`config.mk`:
```
export PLATFORM = sky130hd
export DESIGN_NAME = issue_queue
export DESIGN_NICKNAME = d
export VERILOG_FILES = /design/src/rtl/issue_queue.sv
export SDC_FILE = /design/constraint.sdc
export NUM_CORES = 1
export LEC_CHECK = 0
export BUFFER_PORTS_ARGS = -buffer_cell sky130_fd_sc_hd__buf_2
export CORE_ASPECT_RATIO = 0.9
export CORE_MARGIN = 1.5
export CORE_UTILIZATION = 58
export CTS_BUF_LIST = sky130_fd_sc_hd__clkbuf_4 sky130_fd_sc_hd__clkbuf_8
export DETAILED_ROUTE_END_ITERATION = 10
export HOLD_SLACK_MARGIN = 0.06
export MAX_ROUTING_LAYER = met4
export PLACE_DENSITY = 0.9
export SETUP_SLACK_MARGIN = 0.4
export SLEW_MARGIN = 30
export SYNTH_ARGS = -nofsm -noshare
export SYNTH_HDL_FRONTEND = slang
export SYNTH_SLANG_ARGS = --single-unit
```
`constraint.sdc`:
```
create_clock -name clk -period 3.6 [get_ports clk]
set_clock_uncertainty 0.2 [all_clocks]
set_input_delay 0.36 -clock clk [delete_from_list [all_inputs] [get_ports clk]]
set_output_delay 0.36 -clock clk [all_outputs]
set_load 0.02 [all_outputs]
```
`src/rtl/issue_queue.sv`:
```
// -----------------------------------------------------------------------------
// issue_queue
//
// Collapsing issue queue. Holds up to DEPTH dispatched micro-ops in age order
// (index 0 is oldest, valid entries packed at 0..count-1). Source operands are
// woken by writeback broadcasts, and the oldest ready micro-op is presented to
// a single functional-unit port each cycle. When an entry issues, every entry
// above it shifts down by one on the same edge.
//
// Optional feature (compile-time macro):
//   ISSUE_QUEUE_BYPASS_EN - same-cycle wakeup matches also feed select, giving
//                           zero-cycle wakeup-to-issue. State update unchanged.
//
// Ports:
//   clk, reset          clock; asynchronous active-low reset
//   disp_valid/ready    dispatch handshake (ready = count < DEPTH, registered)
//   disp_src_id/p/v     per-source tag, ready-at-dispatch bit, used bit
//   disp_pdst/ctrl      destination tag and opaque payload, carried through
//   wakeup_valid/pdst   writeback broadcast per wakeup port
//   issue_valid/ready   issue handshake; fire = issue_valid & issue_ready
//   issue_src_id/pdst/ctrl  selected entry fields, zero when not valid
//   flush               synchronous kill of all entries
//   count               number of valid entries
// -----------------------------------------------------------------------------
module issue_queue #(
  parameter int DEPTH            = 8,
  parameter int NUM_SRCS         = 2,
  parameter int NUM_WAKEUP_PORTS = 2,
  parameter int PREG_W           = 7,
  parameter int CTRL_W           = 8
) (
  input  logic                               clk,
  input  logic                               reset,
  input  logic                               disp_valid,
  output logic                               disp_ready,
  input  logic [NUM_SRCS*PREG_W-1:0]         disp_src_id,
  input  logic [NUM_SRCS-1:0]                disp_src_p,
  input  logic [NUM_SRCS-1:0]                disp_src_v,
  input  logic [PREG_W-1:0]                  disp_pdst,
  input  logic [CTRL_W-1:0]                  disp_ctrl,
  input  logic [NUM_WAKEUP_PORTS-1:0]        wakeup_valid,
  input  logic [NUM_WAKEUP_PORTS*PREG_W-1:0] wakeup_pdst,
  output logic                               issue_valid,
  input  logic                               issue_ready,
  output logic [NUM_SRCS*PREG_W-1:0]         issue_src_id,
  output logic [PREG_W-1:0]                  issue_pdst,
  output logic [CTRL_W-1:0]                  issue_ctrl,
  input  logic                               flush,
  output logic [$clog2(DEPTH+1)-1:0]         count
);

  localparam int CNT_W = $clog2(DEPTH+1);
  localparam int IDX_W = $clog2(DEPTH);

  typedef struct packed {
    logic [NUM_SRCS-1:0][PREG_W-1:0] src_id;
    logic [NUM_SRCS-1:0]             src_p;
    logic [NUM_SRCS-1:0]             src_v;
    logic [PREG_W-1:0]               pdst;
    logic [CTRL_W-1:0]               ctrl;
  } entry_t;

  entry_t                          q   [DEPTH];
  entry_t                          q_n [DEPTH];
  logic [CNT_W-1:0]                count_n;

  logic [DEPTH-1:0][NUM_SRCS-1:0]  hit;       // stored operand matches a broadcast
  logic [DEPTH-1:0][NUM_SRCS-1:0]  hit_sh;    // hit, realigned to post-shift index
  logic [NUM_SRCS-1:0]             disp_hit;  // dispatching operand matches a broadcast
  logic [DEPTH-1:0]                rdy;
  logic [IDX_W-1:0]                sel;
  logic                            any_rdy;
  logic                            fire;
  logic                            accept;
  logic [CNT_W-1:0]                wr_idx;

  // ---------------------------------------------------------------------------
  // Wakeup tag compare against every stored operand and the dispatching one.
  // ---------------------------------------------------------------------------
  always_comb begin
    hit      = '0;
    disp_hit = '0;
    for (int w = 0; w < NUM_WAKEUP_PORTS; w++) begin
      for (int k = 0; k < NUM_SRCS; k++) begin
        for (int i = 0; i < DEPTH; i++) begin
          if (wakeup_valid[w] && (wakeup_pdst[w*PREG_W +: PREG_W] == q[i].src_id[k]))
            hit[i][k] = 1'b1;
        end
        if (wakeup_valid[w] &&
            (wakeup_pdst[w*PREG_W +: PREG_W] == disp_src_id[k*PREG_W +: PREG_W]))
          disp_hit[k] = 1'b1;
      end
    end
  end

  // ---------------------------------------------------------------------------
  // Readiness and oldest-first select. Entries at or above count are invalid
  // and are masked here, so stale contents can never be selected.
  // ---------------------------------------------------------------------------
  always_comb begin
    rdy = '0;
    for (int i = 0; i < DEPTH; i++) begin
      rdy[i] = (CNT_W'(i) < count);
      for (int k = 0; k < NUM_SRCS; k++) begin
`ifdef ISSUE_QUEUE_BYPASS_EN
        if (q[i].src_v[k] && !(q[i].src_p[k] || hit[i][k])) rdy[i] = 1'b0;
`else
        if (q[i].src_v[k] && !q[i].src_p[k]) rdy[i] = 1'b0;
`endif
      end
    end
  end

  always_comb begin
    sel     = '0;
    any_rdy = 1'b0;
    // Scan downward so the lowest ready index wins.
    for (int i = DEPTH-1; i >= 0; i--) begin
      if (rdy[i]) begin
        sel     = IDX_W'(i);
        any_rdy = 1'b1;
      end
    end
  end

  always_comb begin
    issue_valid  = any_rdy && !flush;
    fire         = issue_valid && issue_ready;
    issue_src_id = '0;
    issue_pdst   = '0;
    issue_ctrl   = '0;
    if (issue_valid) begin
      issue_src_id = q[sel].src_id;
      issue_pdst   = q[sel].pdst;
      issue_ctrl   = q[sel].ctrl;
    end
  end

  // disp_ready depends only on registered count: a full queue refuses
  // dispatch even when an entry fires in the same cycle.
  assign disp_ready = (count < CNT_W'(DEPTH));
  assign accept     = disp_valid && disp_ready && !flush;
  assign wr_idx     = count - CNT_W'(fire);

  // ---------------------------------------------------------------------------
  // Next state: collapse above the fired entry, then apply wakeups to the
  // shifted entries, then write the dispatched op at the new tail.
  // ---------------------------------------------------------------------------
  always_comb begin
    for (int i = 0; i < DEPTH-1; i++) begin
      if (fire && (IDX_W'(i) >= sel)) begin
        q_n[i]    = q[i+1];
        hit_sh[i] = hit[i+1];
      end else begin
        q_n[i]    = q[i];
        hit_sh[i] = hit[i];
      end
    end
    // Top slot has nothing above it; if it shifted down it becomes invalid.
    q_n[DEPTH-1]    = q[DEPTH-1];
    hit_sh[DEPTH-1] = hit[DEPTH-1];

    for (int i = 0; i < DEPTH; i++) begin
      q_n[i].src_p = q_n[i].src_p | (hit_sh[i] & q_n[i].src_v);
      if (accept && (CNT_W'(i) == wr_idx)) begin
        q_n[i].src_id = disp_src_id;
        q_n[i].src_p  = disp_src_p | disp_hit;
        q_n[i].src_v  = disp_src_v;
        q_n[i].pdst   = disp_pdst;
        q_n[i].ctrl   = disp_ctrl;
      end
    end

    if (flush) count_n = '0;
    else       count_n = count - CNT_W'(fire) + CNT_W'(accept);
  end

  // NOTE: entry storage is reset as well as count, so the issue buses and every
  // slot read as zero straight out of reset rather than holding X contents.
  // NOTE: state registers use non-blocking assignments so all entries sample
  // the same pre-edge values while shifting.
  always_ff @(posedge clk or negedge reset) begin
    if (!reset) begin
      count <= '0;
      for (int i = 0; i < DEPTH; i++) q[i] <= '0;
    end else begin
      count <= count_n;
      for (int i = 0; i < DEPTH; i++) q[i] <= q_n[i];
    end
  end

endmodule
```
==> metrics.md, run 1 <==
| Metric | Value |
|---|---|
| Post-synth ARST share | between 90% and 100% |
| Synthesized area | 0.01739 sq mm |
| Synth area leaders | dfrtp_1, mux2i_1, xnor2_1 |
| Stage reached | global routing |
| Most instantiated library cell after synthesis | mux2i_1 |
| CTS buffer count | 44 |
| # H-tree levels | 2 |
| CTS max path bufs | 3 |
| Seq/Total Area, Yosys | 38.57% |
| Largest net degree at the start of global routing | 100 |
| Die H | about 170 microns |
| Mapped Cells | 1871 |
| Port bufs | slightly below 90 |
| Die width | 185.5 microns |
| Run Error | [ERROR GRT-0232] Routing congestion too high. Check the congestion heatmap in the GUI. |
| Num rows | between 50 and 60 |
| Synthesized net count | 1929 |
| Yosys reg bits | 268 |
| Area share of the largest cell type after synthesis | 38.57% |
| GP Congestion | 0.9361 |
| Mapped Avg Cell Area | slightly above 9 sq um |
| Number of flops mapped to enable cells by yosys | 0 |
| Yosys warnings | 0 |
| Synth unique cells | 52 |
| Worst-path endpoint category | register input |
| Final HPWL DP | 33630 microns |
| Status | aborted with a tool error |
| Total track usage | around four fifths |
| Clock tree sinks | 268 |
| Grt ovf | 27 |
| Most common library cells after synthesis | mux2i_1, dfrtp_1, nand2_1 |
| Root buffer cell | clkbuf_8 |
| I/O Pins | 89 |
| Dpl ws | 65.07 ps |
| Main synth FF type | dfrtp_1 |
| Post-GRT worst EP | q[189]$_DFFE_PN0P_/D |
| Starting Density | between 50% and 60% |
| Leading area contributor after synthesis | dfrtp_1 |
==> metal layers <==
layer | track usage (%) | GRT overflow
met1 | 80.03 | 0
met2 | 87.25 | 11
met3 | 69.66 | 1
met4 | 73.42 | 15
met5 | - | -
==> stage by stage <==
stage	util [%]	area [sq um]	hold slack [ps]	setup TNS, ps	instances
floorplan	-	17580	-135.6	0	1871
global placement	63.42	18540	253.8	0	2240
detailed placement	63.42	18540	274.9	0	2240
CTS	81.36	23780	69.32	-8540	2472
==> kinds of logic after synthesis <==
| kind of cell | count (synthesis) | share of synthesized area [%] |
|---|---|---|
| compound gates | 392 | 14.23 |
| xor+xnor | 256 | 12.90 |
| fa+ha+maj | 4 | 0.2879 |
| buf+inv | 182 | 4.678 |
| flops | 268 | 38.57 |
| mux | 305 | 17.78 |
| simple gates | 464 | 11.55 |
==> repair_timing <==
action | 4_1_cts
endpoints found under the setup margin | 293
cloned | 47
hold endpoints to repair | 331
setup buffers | 75
pin swaps | 108
hold buffers | 34
gates resized for setup | 536
==> inputs of run 2 (changes only) <==
==> config.mk (replaced) <==
export PLATFORM = sky130hd
export DESIGN_NAME = issue_queue
export DESIGN_NICKNAME = d
export VERILOG_FILES = /design/src/rtl/issue_queue.sv
export SDC_FILE = /design/constraint.sdc
export NUM_CORES = 1
export LEC_CHECK = 0
export BUFFER_PORTS_ARGS = -buffer_cell sky130_fd_sc_hd__buf_2
export CORE_MARGIN = 1.5
export CORE_UTILIZATION = 40
export DETAILED_ROUTE_END_ITERATION = 10
export PLACE_DENSITY_LB_ADDON = 0.15
export SLEW_MARGIN = 30
export SYNTH_ARGS = -nofsm -noshare
export SYNTH_HDL_FRONTEND = slang
export SYNTH_SLANG_ARGS = --single-unit
==> constraint.sdc (replaced) <==
create_clock -name clk -period 4.7 [get_ports clk]
set_clock_uncertainty 0.2 [all_clocks]
set_input_delay 0.47 -clock clk [delete_from_list [all_inputs] [get_ports clk]]
set_output_delay 0.47 -clock clk [all_outputs]
set_load 0.02 [all_outputs]
==> run 2 against run 1 <==
  * The flow now finishes without violations
  * Synthesized cell count stayed put
  * Area after synthesis stayed put
==> metrics.md, run 2 <==
| Metric | Value |
|---|---|
| Num rows | 76 (was 59) |
| Nets | 1926 |
| TritonRoute pass-1 iters | 5 |
| Post-synth ARST share | 100.0% (unchanged) |
| Number of flops mapped to enable cells by yosys | 0 (unchanged) |
| Final Hold Fails | 0 |
| Largest net degree at the start of global routing | 92 |
| Worst-Margin Slew | between 900 and 1000 ps |
| Fin crit period | 4510 ps |
| Mapped Avg Cell Area | 9.293 sq um (unchanged) |
| Final instance area | 0.01950 sq mm |
| Post-synthesis adder-cell area fraction | 0.2879% (unchanged) |
| Most common library cells after synthesis | mux2i_1, dfrtp_1, nand2_1 (unchanged) |
| Total track usage | 25.08% |
| Area share of the largest cell type after synthesis | 38.57% (unchanged) |
| Period utilization | 95.96% |
| Yosys reg bits | 268 (unchanged) |
| Layout cells sized above 1 | 12.40% |
| Seq pwr share | 30.6% |
| Die width | 211.5 microns (was 185.5 microns) |
| Area share of and/or/nand/nor cells after synthesis | 11.55% (unchanged) |
| Synthesized net count | 1929 (unchanged) |
| CP endpoint kind | primary output |
| Yosys warnings | 0 (unchanged) |
| TritonCTS clock tree | done |
| Synth Area in XOR/XNOR | 12.90% (unchanged) |
| # diodes | 0 |
| RSZ-0062 raised after global routing | false |
| Worst Setup Start Kind | flop |
| Register-to-Register Path Depth | 14 |
| Register bank with the most flops | q |
| Drt drc | 0 |
| Leakage power | 8.550 nW |
| Post-synthesis mux area share | 17.78% (unchanged) |
| Setup slack, reg-to-reg | ~430 ps |
| Highest net fanout along the worst path | 10 |
| Core Area | 0.04298 sq mm |
| Clock power frac | 17.7% |
| Reg2Reg Capture Point | q[111] |
| Hold Crit Class | in2reg |
| Crit Reg-Reg Startpoint | count[2] |
| Die H | 211.5 microns (was 167.3 microns) |
| Critical path arrival | 3840 ps |
| Most common cell after layout, fill and taps aside | mux2i_1 |
| Most instantiated library cell after synthesis | mux2i_1 (unchanged) |
| Worst Hold Path EP | q[179] |
| Placed Cells | 2410 (was 2240) |
| Regs by FF count | q x264, count x4 |
| Kind of critical path | reg2out |
| Int Power | 7.566 mW |
| Main synth FF type | dfrtp_1 (unchanged) |
| I/O Pins | 89 (unchanged) |
| Max-slew violation count | 0 |
| Hold path start | disp_pdst[6] |
| CTS max path bufs | 3 (unchanged) |
| Die Area | 0.04473 sq mm |
| Wire length of the first global-routing pass | between 80000 and 90000 microns |
| Final ANT Viol Nets | 0 |
| Synth Area in Compound Gates | 14.23% (unchanged) |
| Root buffer cell | clkbuf_16 (was clkbuf_8) |
| Max Clk Rate | between 200 and 250 MHz |
| CTS buffer count | 34 (was 44) |
| P_sw | 6.458 mW |
| Final HPWL DP | 35530 microns (was 33630 microns) |
| # H-tree levels | 2 (unchanged) |
| Power Density | around 700 mW/mm^2 |
| Starting Density | 40.45% (was 59.48%) |
| Clock tree sinks | 268 (unchanged) |
| Port bufs | 88 (unchanged) |
| GP Congestion | 0.8658 (was 0.9361) |
| Most frequent cells in the layout | mux2i_1, dfrtp_1, nand2_1, xnor2_1 |
| Grt ovf | 0 |
| Synth unique cells | 52 (unchanged) |
| Hold depth | 3 |
| Max reg flops | about 260 |
| Antenna violations before repair | 2 |
| Hold WS | 28.40 ps |
| Mapped Cells | 1871 (unchanged) |
| Leading area contributor after synthesis | dfrtp_1 (unchanged) |
| Initial DRC Count | between 1k and 1.5k |
| TNS Setup | 0 ps |
| Routed wire length | 55800 microns |
| Combinational share of power | roughly 52% |
| Status | finished, final reports clean (was aborted with a tool error) |
| Clock transition at path regs | 60 ps |
| P&R area growth vs syn | 12.17% |
| Worst path required time | 4030 ps |
| Via density | between 5 and 6 |
| DR vias | 13.94k |
| Setup Viol. Count Final | 0 |
| Sw Share | 46.05% |
| Routed wire per std cell | 22.57 microns |
| Seq/Total Area, Yosys | 38.57% (unchanged) |
| Slew headroom | between 30 and 40% |
| Worst-Skew Late Latency | between 500 and 600 ps |
| Largest family of logic cells by synthesized area | multiplexers (unchanged) |
| Synthesized area | 0.01739 sq mm (unchanged) |
| Non-Filler Instances | 2472 |
| Synth area leaders | dfrtp_1, mux2i_1, xnor2_1 (unchanged) |
| Max-cap viol count | 0 |
| Number of global-route vias before repair | 13.76k |
| Total power draw | between 10 and 15 mW |
| Peak VDD IR | 0.3923 mV |
| Post-Place Cell Area | 0.01836 sq mm (was 0.01854 sq mm) |
[run 2: cell counts after synthesis]
Identical to the previous run, type by type.
[run 2: power groups by stage]
stage	clock network, mW	registers, mW	logic, mW
after CTS	2.54	4.27	7.13
after floorplan	0	3.96	5.11
after global placement	0	4.28	7.02
final	2.49	4.30	7.24
after detailed placement	0	4.30	7.10
after global routing	2.63	4.43	7.82
[run 2: worst max-delay path: stages, from the launching register on]
cell	delay, ps
dfrtp_1	430
or2_1	320
a311oi_1	100
nor2_1	630
o41ai_4	220
nor2b_2	760
a221oi_1	220
a221oi_1	380
buf_2	250
[run 2: final cells by class]
class                   instances  area [sq um]
well taps                     585         732.0
multi-input cells            1422         10050
inverters                      11         41.29
repair buffers                131         925.9
clock buffers                  48         963.4
flip-flops and latches        268          6706
clock inverters                 7         82.58
fillers                      4186         23480
[run 2: kinds of logic (layout without fill, tap and decap cells)]
kind of cell,after synthesis,in the layout
adder cells (fa/ha/maj),4,4
AO/OA/AOI/OAI,392,392
flip-flops,268,268
XOR/XNOR,256,256
AND/OR/NAND/NOR,464,465
buffers and inverters,182,197
multiplexers,305,305
[run 2: how the worst max path moves through the flow]
stage,startpoint,to,slack [ps],cells past startpoint
final,count[2],issue_src_id[3],190,8
after global routing,count[2],issue_pdst[2],30,9
after CTS,count[2],issue_pdst[2],50,9
after detailed placement,count[2],q[50],500,14
after global placement,count[2],q[116],570,14
after floorplan,count[1],q[0],530,14
[run 2: timing repair]
action | CTS | global route
endpoints found under the setup margin | 0 | 2
buffers inserted | 0 | 0
endpoints found under the hold margin | 58 | 0
hold buffers | 5 | 0
gates resized for setup | 0 | 1
[run 2: metrics by stage]
| step | setup WS [ps] | util [%] |
|---|---|---|
| final | 189.8 | 45.37 |
| after global routing | 28.05 | 45.37 |
| after CTS | 49.59 | 45.26 |
| after detailed placement | 502.1 | 42.71 |
| after global placement | 566.3 | 42.65 |
| after floorplan | 525.5 | - |
[run 2: routing by layer]
metal / up-vias / part of all wire [%] / GRT usage, %
met1: 6892 / 46 / 34.60
met4: 2 / 2.5 / 8.325
met5: - / 0.023 / 0
li1: 6579 / - / -
met2: 384 / 46 / 40.56
met3: 83 / 4.8 / 3.293
Power figures use the tool's default switching activity.
==> inputs of run 3 (changes only) <==
==> constraint.sdc (replaced) <==
create_clock -name clk -period 4.7 [get_ports clk]
set_clock_uncertainty 0.2 [all_clocks]
set_input_delay 0.235 -clock clk [delete_from_list [all_inputs] [get_ports clk]]
set_output_delay 0.235 -clock clk [all_outputs]
set_load 0.02 [all_outputs]
==> run 3 against run 2 <==
  * Global-route usage grew 0.21 points
  * Critical path depth is the same
  * Via count grew 0.78%
  * Register-to-register slack gained 30 ps
  * Sequential share of layout area shrank 0.56 points
  * Sequential cell count is the same
  * Largest power group unchanged
==> metrics.md, run 3 (synthesis gave the netlist of run 2 again) <==
| Metric | Value |
|---|---|
| Worst setup startpoint | count[2] (unchanged) |
| Slew headroom | 43.26% (was 39.16%) |
| Period utilization | 92.24% (was 95.96%) |
| Worst-Margin Slew | 851.0 ps (was 907.7 ps) |
| Highest net fanout along the worst path | 15 (was 10) |
| Fin crit period | 4335 ps (was 4510 ps) |
| Clock transition at path regs | 60 ps (about the same) |
| GP Congestion | 0.8540 (was 0.8658) |
| Routed wire per std cell | 22.25 microns (was 22.57 microns) |
| Setup bufs post-CTS | 0 (unchanged) |
| Max Clk Rate | 230.7 MHz (was 221.7 MHz) |
| Regs by FF count | q x264, count x4 (unchanged) |
| Power Density | 711.4 mW/mm^2 (was 719.1 mW/mm^2) |
| Resized cells post-CTS | 0 (unchanged) |
| Int Power | 7.696 mW (was 7.566 mW) |
| Initial DRC Count | 1124 (was 1071) |
| Most common cell after layout, fill and taps aside | mux2i_1 (unchanged) |
| Starting Density | 40.45% (unchanged) |
| Max reg flops | 264 (unchanged) |
| Kind of critical path | reg2out (unchanged) |
| P_sw | 6.405 mW (was 6.458 mW) |
| Wire length of the first global-routing pass | 86000 microns (was 85190 microns) |
| Final Hold Fails | 0 (unchanged) |
| Register bank with the most flops | q (unchanged) |
| CTS max path bufs | 3 (unchanged) |
| Clock power frac | 18.5% (was 17.7%) |
| Number of global-route vias before repair | 13.87k (was 13.76k) |
| Clock tree sinks | 268 (unchanged) |
| I/O Pins | 89 (unchanged) |
| Largest net degree at the start of global routing | 121 (was 92) |
| TNS Setup | 0 ps (unchanged) |
| Hold Crit Class | in2reg (unchanged) |
| Grt ovf | 0 (unchanged) |
| Hold depth | 4 (was 3) |
| Register-to-Register Path Depth | 14 (unchanged) |
| Setup Viol. Count Final | 0 (unchanged) |
| Max-slew violation count | 0 (unchanged) |
| Critical path arrival | 3900 ps (was 3840 ps) |
| Final HPWL DP | 36050 microns (was 35530 microns) |
| Nets | 1954 (was 1926) |
| TritonCTS clock tree | done (unchanged) |
| Total power draw | 14.10 mW (was 14.02 mW) |
| Most frequent cells in the layout | mux2i_1, dfrtp_1, nand2_1, xnor2_1 (unchanged) |
| Worst-Skew Late Latency | 550 ps (about the same) |
| Worst Setup Start Kind | flop (unchanged) |
| Core Area | 0.04298 sq mm (unchanged) |
| CP endpoint kind | primary output (unchanged) |
| Combinational share of power | 51.0% (was 51.6%) |
| Die width | 211.5 microns (unchanged) |
| Port bufs | 88 (unchanged) |
| Status | finished, final reports clean (unchanged) |
| Cts hold-fix bufs | 34 (was 5) |
| RSZ-0062 raised after global routing | false (unchanged) |
| Routed wire length | 55700 microns (was 55800 microns) |
| P&R area growth vs syn | 14.01% (was 12.17%) |
| DR vias | 14.05k (was 13.94k) |
| Layout cells sized above 1 | 12.26% (was 12.40%) |
| Peak VDD IR | 0.3362 mV (was 0.3923 mV) |
| Drt drc | 0 (unchanged) |
| Crit Reg-Reg Startpoint | count[3] (was count[2]) |
| Antenna violations before repair | 2 (unchanged) |
| TritonRoute pass-1 iters | 5 (unchanged) |
| Root buffer cell | clkbuf_16 (unchanged) |
| CTS buffer count | 34 (unchanged) |
| Total track usage | 25.29% (was 25.08%) |
| Die Area | 0.04473 sq mm (unchanged) |
| Seq pwr share | 30.4% (was 30.6%) |
| Leakage power | 8.679 nW (was 8.550 nW) |
| Hold path start | disp_src_p[1] (was disp_pdst[6]) |
| Num rows | 76 (unchanged) |
| Final ANT Viol Nets | 0 (unchanged) |
| Max-cap viol count | 0 (unchanged) |
| Sw Share | 45.42% (was 46.05%) |
| Via density | 5.613 (was 5.639) |
| Die H | 211.5 microns (unchanged) |
| # H-tree levels | 2 (unchanged) |
| Worst path required time | 4260 ps (was 4030 ps) |
-- run 3: changes by cell type in the layout (fill, tap and decap cells not counted), moves of 2 or more --
cell,previous run,this run
clkinvlp_4,0,3
buf_12,8,11
buf_16,2,0
bufinv_16,0,2
dlygate4sd3_1,5,34
-- run 3: final cells by class --
class                      instances  area (sq um)
sequential                       268          6706
inverter                          11         41.29
tap                              585         732.0
fill                            4193         23160
timing repair buffer             160          1214
clock inverter                    10         130.1
clock buffer                      47         970.9
antenna                            1         2.502
multi-input combinational       1421         10030
-- run 3: path summary, 6_finish.rpt --
| kind | endpoint | slack, ps |
|---|---|---|
| max | issue_src_id[13] | 360 |
| min | q[51] | 40 |
| max reg2reg | q[116] | 460 |
| min reg2reg | q[6] | 340 |
| max in group asynchronous | q[171] | 3170 |
| min in group asynchronous | q[248] | 50 |
-- run 3: worst max-delay path, stage by stage (launching register included) --
cell      delay (ps)
dfrtp_1          400
or2_1            310
a311oi_1         110
nor2_1           560
o41ai_2          230
nor2b_4          490
a221oi_1         200
a221oi_1         710
buf_2            330
-- run 3: per-layer routing --
metal  wire (microns)  part of all wire [%]  GRT usage, %
met1            25920                    47         35.44
met4             1436                   2.6         8.005
met3             2919                   5.2         3.501
met5               10                 0.018             0
met2            25420                    46         40.29
-- run 3: metrics by stage --
stage	setup WS (ps)	cells	hold WS [ps]	instance area, sq um	util (%)
5_1_grt	60.38	2503	53.08	19820	46.12
6_report	364.7	2503	40.72	19820	46.12
2_1_floorplan	525.5	1871	-260.6	17390	-
3_5_place_dp	499.1	2411	24.91	18380	42.76
3_3_place_gp	583.5	2411	23.03	18380	42.76
4_1_cts	386.9	2502	8.963	19820	46.11
-- run 3: power by group through the flow --
stage                     Combinational, mW  Sequential (mW)  Clock (mW)
after floorplan                        5.11             3.96           0
after detailed placement               7.14             4.30           0
after CTS                              7.19             4.27        2.69
after global routing                   7.78             4.42        2.78
final                                  7.20             4.29        2.61
after global placement                 7.06             4.28           0
